[config.mk]
export PLATFORM = sky130hd
export DESIGN_NAME = vx_tex_texel_fetch
export DESIGN_NICKNAME = d
export VERILOG_FILES = /design/src/rtl/vx_tex_texel_fetch_pkg.sv /design/src/rtl/vx_tex_texel_align.sv /design/src/rtl/vx_tex_texel_fetch.sv
export SDC_FILE = /design/constraint.sdc
export NUM_CORES = 1
export LEC_CHECK = 0
export ABC_AREA = 1
export BUFFER_PORTS_ARGS = -buffer_cell sky130_fd_sc_hd__buf_2
export CAP_MARGIN = 20
export CORE_MARGIN = 2
export CORE_UTILIZATION = 46
export DETAILED_ROUTE_END_ITERATION = 8
export PLACE_DENSITY = 0.7
export SLEW_MARGIN = 20
export SYNTH_ARGS = -nofsm -noshare
export SYNTH_HDL_FRONTEND = slang
export SYNTH_SLANG_ARGS = --single-unit
[constraint.sdc]
create_clock -name clk -period 5.5 [get_ports clk]
set_input_delay 0.275 -clock clk [delete_from_list [all_inputs] [get_ports clk]]
set_output_delay 0.275 -clock clk [all_outputs]
set_load 0.05 [all_outputs]
[src/rtl/vx_tex_texel_fetch_pkg.sv]
// Texture unit shared types: widths, texel index and fetch FSM states.
package vx_tex_texel_fetch_pkg;
  localparam int TEX_ADDR_BITS     = 26;
  localparam int TEX_FILTER_BITS   = 1;
  localparam int TEX_LGSTRIDE_BITS = 2;
  localparam int TEX_BLEND_FRAC    = 8;
  localparam int NUM_TEXELS        = 4;

  typedef logic [1:0] texel_idx_t;

  typedef enum logic [1:0] {
    ST_IDLE,
    ST_FETCH,
    ST_DONE
  } fetch_state_t;
endpackage

[src/rtl/vx_tex_texel_align.sv]
// Per-lane texel extract: picks a byte, halfword or word out of a
// fetched memory word using the texel stride and byte offset.
module vx_tex_texel_align
  import vx_tex_texel_fetch_pkg::*;
(
  input  logic [TEX_LGSTRIDE_BITS-1:0] lgstride,
  input  logic [1:0]                   offset,
  input  logic [31:0]                  data,
  output logic [31:0]                  texel
);
  always_comb begin
    texel = data;
    unique case (lgstride)
      TEX_LGSTRIDE_BITS'(0):
        texel = {24'b0, data[{offset, 3'b000} +: 8]};
      TEX_LGSTRIDE_BITS'(1):
        texel = {16'b0, data[{offset[1], 4'b0000} +: 16]};
      default:
        texel = data;
    endcase
  end
endmodule

[src/rtl/vx_tex_texel_fetch.sv]
// Texel fetch: issues 1 or 4 lane-parallel word reads per packet,
// gathers out-of-order responses by tag, then hands texels onward.
module vx_tex_texel_fetch
  import vx_tex_texel_fetch_pkg::*;
#(
  parameter string INSTANCE_ID = "",
  parameter int    REQ_INFOW   = 1,
  parameter int    NUM_LANES   = 1,
  parameter int    W_ADDR_BITS = TEX_ADDR_BITS + 6
) (
  input  logic                                  clk,
  input  logic                                  reset,
  input  logic                                  req_valid,
  input  logic [NUM_LANES-1:0]                  req_mask,
  input  logic [TEX_FILTER_BITS-1:0]            req_filter,
  input  logic [TEX_LGSTRIDE_BITS-1:0]          req_lgstride,
  input  logic [NUM_LANES*W_ADDR_BITS-1:0]      req_baseaddr,
  input  logic [NUM_LANES*NUM_TEXELS*32-1:0]    req_addr,
  input  logic [NUM_LANES*2*TEX_BLEND_FRAC-1:0] req_blends,
  input  logic [REQ_INFOW-1:0]                  req_info,
  output logic                                  req_ready,
  output logic                                  mem_req_valid,
  output logic [NUM_LANES-1:0]                  mem_req_mask,
  output logic [NUM_LANES*(W_ADDR_BITS-2)-1:0]  mem_req_addr,
  output logic [1:0]                            mem_req_tag,
  input  logic                                  mem_req_ready,
  input  logic                                  mem_rsp_valid,
  input  logic [NUM_LANES*32-1:0]               mem_rsp_data,
  input  logic [1:0]                            mem_rsp_tag,
  output logic                                  mem_rsp_ready,
  output logic                                  rsp_valid,
  output logic [NUM_LANES-1:0]                  rsp_mask,
  output logic [NUM_LANES*NUM_TEXELS*32-1:0]    rsp_texels,
  output logic [NUM_LANES*2*TEX_BLEND_FRAC-1:0] rsp_blends,
  output logic [REQ_INFOW-1:0]                  rsp_info,
  input  logic                                  rsp_ready
);
  localparam int WA  = W_ADDR_BITS;
  localparam int BLW = NUM_LANES * 2 * TEX_BLEND_FRAC;

  fetch_state_t state, state_n;

  logic [2:0]                   issue_cnt;
  logic [2:0]                   recv_cnt;
  logic [2:0]                   recv_nxt;
  logic [2:0]                   num_q;
  logic                         bilin_q;
  logic [TEX_LGSTRIDE_BITS-1:0] lgstride_q;
  logic [NUM_LANES-1:0]         mask_q;
  logic [BLW-1:0]               blends_q;
  logic [REQ_INFOW-1:0]         info_q;
  logic [NUM_TEXELS-1:0]        seen_q;
  logic [WA-1:0]                base_q  [NUM_LANES];
  logic [31:0]                  addr_q  [NUM_LANES][NUM_TEXELS];
  logic [31:0]                  texel_q [NUM_LANES][NUM_TEXELS];
  logic [31:0]                  aligned [NUM_LANES];

  logic       req_fire;
  logic       issue_fire;
  logic       recv_fire;
  texel_idx_t req_tag;
  texel_idx_t rsp_tag;

  assign req_tag    = issue_cnt[1:0];
  assign rsp_tag    = mem_rsp_tag;
  assign req_fire   = req_ready & req_valid;
  assign issue_fire = mem_req_valid & mem_req_ready;
  assign recv_fire  = mem_rsp_valid & mem_rsp_ready;
  assign recv_nxt   = recv_cnt + {2'b00, recv_fire};

  always_ff @(posedge clk) begin
    if (reset) state <= ST_IDLE;
    else       state <= state_n;
  end

  always_comb begin
    state_n       = state;
    req_ready     = 1'b0;
    mem_req_valid = 1'b0;
    mem_rsp_ready = 1'b0;
    rsp_valid     = 1'b0;
    unique case (state)
      ST_IDLE: begin
        req_ready = 1'b1;
        if (req_valid)
          state_n = (req_mask != '0) ? ST_FETCH : ST_DONE;
      end
      ST_FETCH: begin
        mem_rsp_ready = 1'b1;
        mem_req_valid = (issue_cnt < num_q);
        if (recv_nxt == num_q) state_n = ST_DONE;
      end
      ST_DONE: begin
        rsp_valid = 1'b1;
        if (rsp_ready) state_n = ST_IDLE;
      end
      default: state_n = ST_IDLE;
    endcase
  end

  always_ff @(posedge clk) begin
    if (reset) begin
      issue_cnt  <= '0;
      recv_cnt   <= '0;
      num_q      <= '0;
      bilin_q    <= 1'b0;
      lgstride_q <= '0;
      mask_q     <= '0;
      blends_q   <= '0;
      info_q     <= '0;
      seen_q     <= '0;
      for (int i = 0; i < NUM_LANES; i++) begin
        base_q[i] <= '0;
        for (int t = 0; t < NUM_TEXELS; t++) begin
          addr_q[i][t]  <= '0;
          texel_q[i][t] <= '0;
        end
      end
    end else begin
      if (req_fire) begin
        issue_cnt  <= '0;
        recv_cnt   <= '0;
        seen_q     <= '0;
        bilin_q    <= (req_filter != '0);
        num_q      <= (req_filter != '0) ? 3'd4 : 3'd1;
        lgstride_q <= req_lgstride;
        mask_q     <= req_mask;
        blends_q   <= req_blends;
        info_q     <= req_info;
        for (int i = 0; i < NUM_LANES; i++) begin
          base_q[i] <= req_baseaddr[i*WA +: WA];
          for (int t = 0; t < NUM_TEXELS; t++) begin
            addr_q[i][t]  <= req_addr[(i*NUM_TEXELS+t)*32 +: 32];
            texel_q[i][t] <= '0;
          end
        end
      end
      if (issue_fire) issue_cnt <= issue_cnt + 3'd1;
      if (recv_fire) begin
        recv_cnt        <= recv_nxt;
        seen_q[rsp_tag] <= 1'b1;
        for (int i = 0; i < NUM_LANES; i++)
          texel_q[i][rsp_tag] <= aligned[i];
      end
    end
  end

  for (genvar i = 0; i < NUM_LANES; i++) begin : g_lane
    logic [WA-1:0] sum;
    logic [1:0]    unused_sum_lsb;
    // Byte address wraps at WA bits before dropping to a word address.
    assign sum            = base_q[i] + WA'(addr_q[i][req_tag]);
    assign unused_sum_lsb = sum[1:0];
    assign mem_req_addr[i*(WA-2) +: WA-2] = sum[WA-1:2];

    vx_tex_texel_align u_align (
      .lgstride (lgstride_q),
      .offset   (addr_q[i][rsp_tag][1:0]),
      .data     (mem_rsp_data[i*32 +: 32]),
      .texel    (aligned[i])
    );

    for (genvar t = 0; t < NUM_TEXELS; t++) begin : g_tex
      assign rsp_texels[(i*NUM_TEXELS+t)*32 +: 32] =
        bilin_q ? texel_q[i][t] : texel_q[i][0];
    end
  end

  assign mem_req_tag  = req_tag;
  assign mem_req_mask = mask_q;
  assign rsp_mask     = mask_q;
  assign rsp_blends   = blends_q;
  assign rsp_info     = info_q;

  always_ff @(posedge clk) begin
    if (!reset && mem_rsp_valid) begin
      assert (state == ST_FETCH)
        else $error("%s: memory response outside fetch", INSTANCE_ID);
      assert (state != ST_FETCH || !seen_q[rsp_tag])
        else $error("%s: duplicate texel tag %0d", INSTANCE_ID, rsp_tag);
    end
  end
endmodule

; Word level (Yosys, flattened, before mapping)
; Memories as Yosys holds them, arrays and structs flattened.
; Cells that the tools add are included.
[word_totals]
inputBits = 221
n_memories = 3
regBits = 32
output_inout_bits = 183
ram_bits = 288
wordCells = 102
[op_classes]
reduce_logical = 16
n_eq_ne = 7
addsub = 3
shifts = 2
n_bitwise = 5
magnitude_cmp = 4
muxes = 53
[mem_list]
columns = memory, words, word_bits, read_ports, rd_ports_with_merged_regs, wr, line_no
row1 = addr_q, 1, 128, 1, 0, 4, vx_tex_texel_fetch.sv:54  ; logic [31:0] addr_q [NUM_LANES][NUM_TEXELS];
row2 = texel_q, 1, 128, 1, 0, 4, vx_tex_texel_fetch.sv:55  ; logic [31:0] texel_q [NUM_LANES][NUM_TEXELS];
row3 = base_q, 1, 32, 1, 0, 1, vx_tex_texel_fetch.sv:53  ; logic [WA-1:0] base_q [NUM_LANES];
[ops]
columns = operator, count
row1 = $mux 128, 11
row2 = $reduce_or 128->1, 9
row3 = $mux 32, 7
row4 = $bmux 32 s2, 2
row5 = $demux 32 s2, 1
row6 = $pmux 32 s2, 1
row7 = $add 32x32->32, 1
row8 = $reduce_or 32->1, 1
row9 = $shiftx 32x6->16, 1
row10 = $shiftx 32x6->8, 1
row11 = $mux 2, 14
row12 = $mux 1, 12
row13 = $mux 3, 4
row14 = $ge 3x3->1 const B, 2
row15 = $ne 2x2->1 const B, 3
row16 = $not 2->3, 2
row17 = $pmux 2 s3, 1
row18 = $eq 2x1->1 const B, 2
row19 = $logic_not 2->1, 2
row20 = $reduce_bool 2->1, 2
row21 = $add 3x1->3, 1
row22 = $add 3x1->3 const B, 1
row23 = $and 1x1->1, 3
row24 = $eq 3x3->1, 1
row25 = other kinds (5), 5

; Depth between registers and ports, before layout
[logic_depth]
ltp_word = 9
mapped_depth = 18
mapped_depth_nobuf = 16

; Hierarchy
; Synthesis repeated with hierarchy kept, for this count alone.
[hier_totals]
hier_cells = 2062
hier_area_um2 = 16603.4
[modules_own_cells]
columns = mod, n_inst, area_per_inst_um2, cells_per_inst, seq_area_each_um2
row1 = vx_tex_texel_fetch, 1, 15959.1, 1914, 8287.9
row2 = vx_tex_texel_align, 1, 644.4, 148, 0.0

; Worst setup path before layout
; OpenSTA, ideal clock, no wires.
[synth_timing]
kind = register -> register
startpoint = reg state[0]
endpoint = mem addr_q[0][0] (netlist name), enable pin
setup_slack_ns = 1.255
stages_incl_launch_ff = 8
n_path_buf = 2
setup_ns = 0.451
t_arrival_ns = 3.794
synth_period_minus_slack_ns = 4.245
t_required_ns = 5.049
cell_sequence = dfxtp_1 nor2_1 inv_1 nor2_2 nor2_2 inv_1 buf_2 buf_2
[synth_lines]
columns = element, line_no
row1 = start: declaration, vx_tex_texel_fetch.sv:41  ; fetch_state_t state, state_n;
row2 = start signal: assignment, vx_tex_texel_fetch.sv:73  ; else state <= state_n;
row3 = end: declaration, vx_tex_texel_fetch.sv:54

; Worst setup path in the final report
[layout_timing]
startpoint = reg issue_cnt[1]
endpoint = out mem_req_addr[25]
[layout_via]
elab_chain_cells = 5
[layout_lines]
columns = element, line_no
row1 = start: declaration, vx_tex_texel_fetch.sv:43  ; logic [2:0] issue_cnt;
row2 = start signal: assignment, vx_tex_texel_fetch.sv:138  ; if (issue_fire) issue_cnt <= issue_cnt + 3'd1;
row3 = $not 2->3 (implied by the code), vx_tex_texel_fetch.sv:152  ; assign sum = base_q[i] + WA'(addr_q[i][req_tag]);
row4 = $bmux 32 s2, vx_tex_texel_fetch.sv:152
row5 = $mux 32 (implied by the code) (2 in series), vx_tex_texel_fetch.sv:152
row6 = $add 32x32->32, vx_tex_texel_fetch.sv:152
row7 = end: declaration, vx_tex_texel_fetch.sv:24  ; output logic [NUM_LANES*(W_ADDR_BITS-2)-1:0] mem_req_addr,
; No other way between the ends. The select of a mux whose other input is x is not followed.

==> impl_results.md <==
- Count of placed standard cells including taps: 2857
- Switching pwr: 2.36 mW
- XOR/XNOR Fraction of Synth Area: 0.954%
- Clock period minus final worst setup slack: around 4300 ps
- List of most frequent post-synthesis cells: nand2_1 (538), nor2_1 (321), inv_1 (288), edfxtp_1 (192), o21ai_0 (143)
- Slew HR: a little over a third
- Setup crit end kind: primary output
- Residual DRC: 0
- Bufs on Longest Clock Path: 3
- Status: finished, final reports clean
- Number of nets still failing antenna checks after routing: 0
- Avg WL per Cell: between 15 and 20 um
- # setup viols final: 0
- Std-Cell Core Area: around 0.035 mm2
- Mux contribution to synthesized area: 0%
- Max Clock Skew: roughly 20 ps
- Yosys Warn Count: 0
- Buffers added on ports: 403
- Total internal power: 4.43 mW
- Kind of cell adding the most delay to the critical path: buffers and inverters
- Sequential cell area fraction in the yosys report: 50.1%
- Largest cells by area after synthesis: edfxtp_1 (35%), dfxtp_1 (15%), nand2_1 (12%)
- Hold/Removal Path Class: in -> reg
- Count of flip-flops with a built-in enable after synthesis: about 190
- Remaining global-route overflow: 0
- Site Rows: just under 70
- Fmax achieved: approximately 0.23 GHz
- Synthesized-area fraction occupied by ao, oa, aoi and oai cells: a little under an eighth
- Setup repair after global routing missed its margin: no
- Cells along the critical path: buf_4, inv_1, buf_4, o21ai_0, o22ai_1, ha_1, inv_1, o21ai_0, inv_1, nand2_1, nand2_1, nand2_1, nand2_1, nand2_1, nand2_1, nand2_1, nand2_1, nand2_1, buf_2
- Setup TNS Final: 0 ps
- Worst hold slack: 23.6 ps
- Slowest cell on the critical path: inv_1
- Area of all sequential standard cells: ~0.0083 mm2
- Combinational Power Share: around a quarter
- CTS H-Tree Depth: 2
- Number of buffer and inverter stages on the critical path: 6
- Detailed-route vias per instance: 5.11
- Die X-Extent: about 190 um
- Switching portion of total power: about a third
- Maximum number of pins on one net before global-route repair: 100
- Most frequently used cell type in the post-synthesis netlist: nand2_1
- Logic depth of the worst register-to-register path: 10
- GRT met2 Usage: between 40% and 50%
- Clock tree sinks: 318
- WP data arrival: between 4000 and 5000 ps
- Hold Crit Depth: 3
- Critical setup path kind: reg -> out
- GRT busiest layer: met2
- Post-synth ARST share: 0%
- Synthesized area per cell: around 7.8 um2
- First-pass GRT wire length: 78.0 mm
- Number of buffers created by CTS: 35
- Global placement routability congestion: 0.948
- Initial Util: between 40% and 50%
- Yosys cell types: 42
- Number of standard cells after synthesis: between 2000 and 2500
- Die Outline Area: about 0.037 mm2
- Critical Path Stages: 19
- Kind of launch point of the worst setup path: flip-flop
- Aggregate global-route resource usage: about a quarter
- Detailed-routing iteration count for the pre-antenna-repair pass: 7
- Data required, critical path: between 5000 and 6000 ps
- FF+latch count, synth: 318
- Post-Layout Cell Count: a little under 3000
- Number of instances resized during post-cts repair: 0
- Most frequent cell on the critical path: nand2_1
- Number of vias after detailed routing: roughly 15000
- Power per Cell Area: between 300 and 400 mW/mm2
- Portion of total power attributed to sequential cells: between 40 and 50%
- Clk Tree Root Cell: clkbuf_16
- Number of nets in the layout: 2706
- Top_reg_cell synth: edfxtp_1
- Post-synth design cell area: between 0.015 and 0.02 mm2
- Post-Synth Adder-Cell Area: under 10%
- Met3 Usage GRT: approximately 4.5%
- Height of the chip: 194 um
- Clock insertion delay at the later pin of the skew report: 520 ps
- Hold Violations, Final: 0
- Max-slew violation count: 0
- Total wirelength of the detailed-routed design: 49.9 mm
- Synth Area in Simple Gates: a little under a quarter
- Iteration-0 DRC count of the detailed router: approximately 1000
- Largest vdd supply drop: about 0.28 mV
- Number of antenna violations at the first check in global routing: 7
- Proportion of layout cells with a drive suffix above 1: 21.4%
- Fill cell instance count of the final layout: 3287
- Slew at the pin closest to its max-slew limit: just under 1000 ps
- Synth top area share: between 30% and 40%
- Max-cap viol count: 0
- Dominant combinational cell family by area after synthesis: simple AND/OR/NAND/NOR gates
- Largest fanout on the critical path: 35
- Share of the cycle needed by the critical path after routing: approximately four fifths
- Leakage dissipation: between 9 and 10 nW
- DP Wirelength: 36.3 mm
- Area of combinational cells with multiple inputs: between 0.006 and 0.007 mm2
- TritonCTS clock tree: built
- Total nets after synthesis: ~2400
- Number of global-route vias before repair: ~15000
- Cell taking the most area after synthesis: edfxtp_1
- Highest cell delay on the worst timing path: between 400 and 500 ps
- I/O pin count: 404
- Area growth from synthesis to layout: 20.1%
- Met1 usage: approximately a third
- Clock edge transition at the registers on the reported setup and hold paths: around 60 ps
- Power share of the clock group: 33.2%
## cells by family (layout without fill, tap and decap cells)
kind of cell | count (synthesis) | in the layout
AND/OR/NAND/NOR | 960 | 960
buffers and inverters | 423 | 791
AO/OA/AOI/OAI | 353 | 353
flip-flops | 318 | 318
adder cells (fa/ha/maj) | 35 | 35
XOR/XNOR | 18 | 18
other | 0 | 7
## cell usage in the layout (no fill, tap or decap), types with 10 or more instances in the layout
| master | count |
|---|---|
| o21ai_2 | 16 |
| buf_4 | 13 |
| dfxtp_1 | 124 |
| nor2_4 | 10 |
| buf_2 | 403 |
| ha_1 | 35 |
| o21ai_0 | 143 |
| o21ai_1 | 24 |
| nand2_1 | 537 |
| a21oi_1 | 123 |
| o22ai_1 | 30 |
| nor2_1 | 321 |
| edfxtp_1 | 192 |
| dlygate4sd3_1 | 17 |
| nor3_1 | 14 |
| inv_1 | 285 |
| nand3_1 | 51 |
| clkbuf_16 | 35 |
| xor2_1 | 16 |
## sequential cells by signal (all words and copies together) (netlist names)
signal,count
addr_q,128
base_q,32
issue_cnt,3
lgstride_q,2
mem_req_mask,1
num_q,2
recv_cnt,3
rsp_blends,16
rsp_info,1
state,2
texel_q,128
## metrics by stage
step	cell area [um2]	util (%)	worst slack (ps)	power (mW)
6_report	19900	56.0	1180	6.79
4_1_cts	19800	55.9	1190	6.82
5_1_grt	19900	56.0	864	7.05
3_5_place_dp	18600	52.4	1760	4.57
2_1_floorplan	16500	-	1250	4.08
3_3_place_gp	18600	52.4	1680	4.56
## layout make-up
class,count,share of cell area (%)
clock inverter,19,0.788
multi-input combinational,1366,32.5
tap,461,2.90
antenna,7,0.0882
timing repair buffer,434,11.6
inverter,295,5.63
sequential,318,41.8
clock buffer,43,4.71
## worst register-to-register path: cells and delay by family (launching register included)
family / cells / cell delay (ps)
AO/OA/AOI/OAI: 2 / 340
buffers and inverters: 4 / 1130
flip-flops: 1 / 400
AND/OR/NAND/NOR: 4 / 1340
## power by group through the flow
stage          Combinational [mW]  Clock [mW]  Sequential, mW
6_report                     1.75        2.25            2.78
3_3_place_gp                 1.73           0            2.83
3_5_place_dp                 1.74           0            2.83
4_1_cts                      1.75        2.29            2.78
5_1_grt                      1.87        2.38            2.80
2_1_floorplan                1.22           0            2.85
## repair_timing
action,in CTS,in global routing
endpoints found under the hold margin,17,0
buffers inserted,0,0
hold buffers,17,0
## path summary, 6_finish.rpt
kind	start	end	slack, ps
setup reg to reg	state[0]$_SDFFE_PP0P_	texel_q[0][42]$_SDFFE_PP0P_	2220
setup / recovery	issue_cnt[1]$_SDFFE_PP0P_	mem_req_addr[25]	1180
hold / removal	req_blends[3]	rsp_blends[3]$_SDFFE_PP0P_	20
hold reg to reg	rsp_blends[6]$_SDFFE_PP0P_	rsp_blends[6]$_SDFFE_PP0P_	450
## layer usage
metal  routed length, um  vias to the layer above
li1                    -                     7360
met4                2350                        0
met5                   0                        -
met2               23500                      643
met3                3630                      122
met1               20500                     6902
Note: power is estimated with default switching activity, not from simulation.
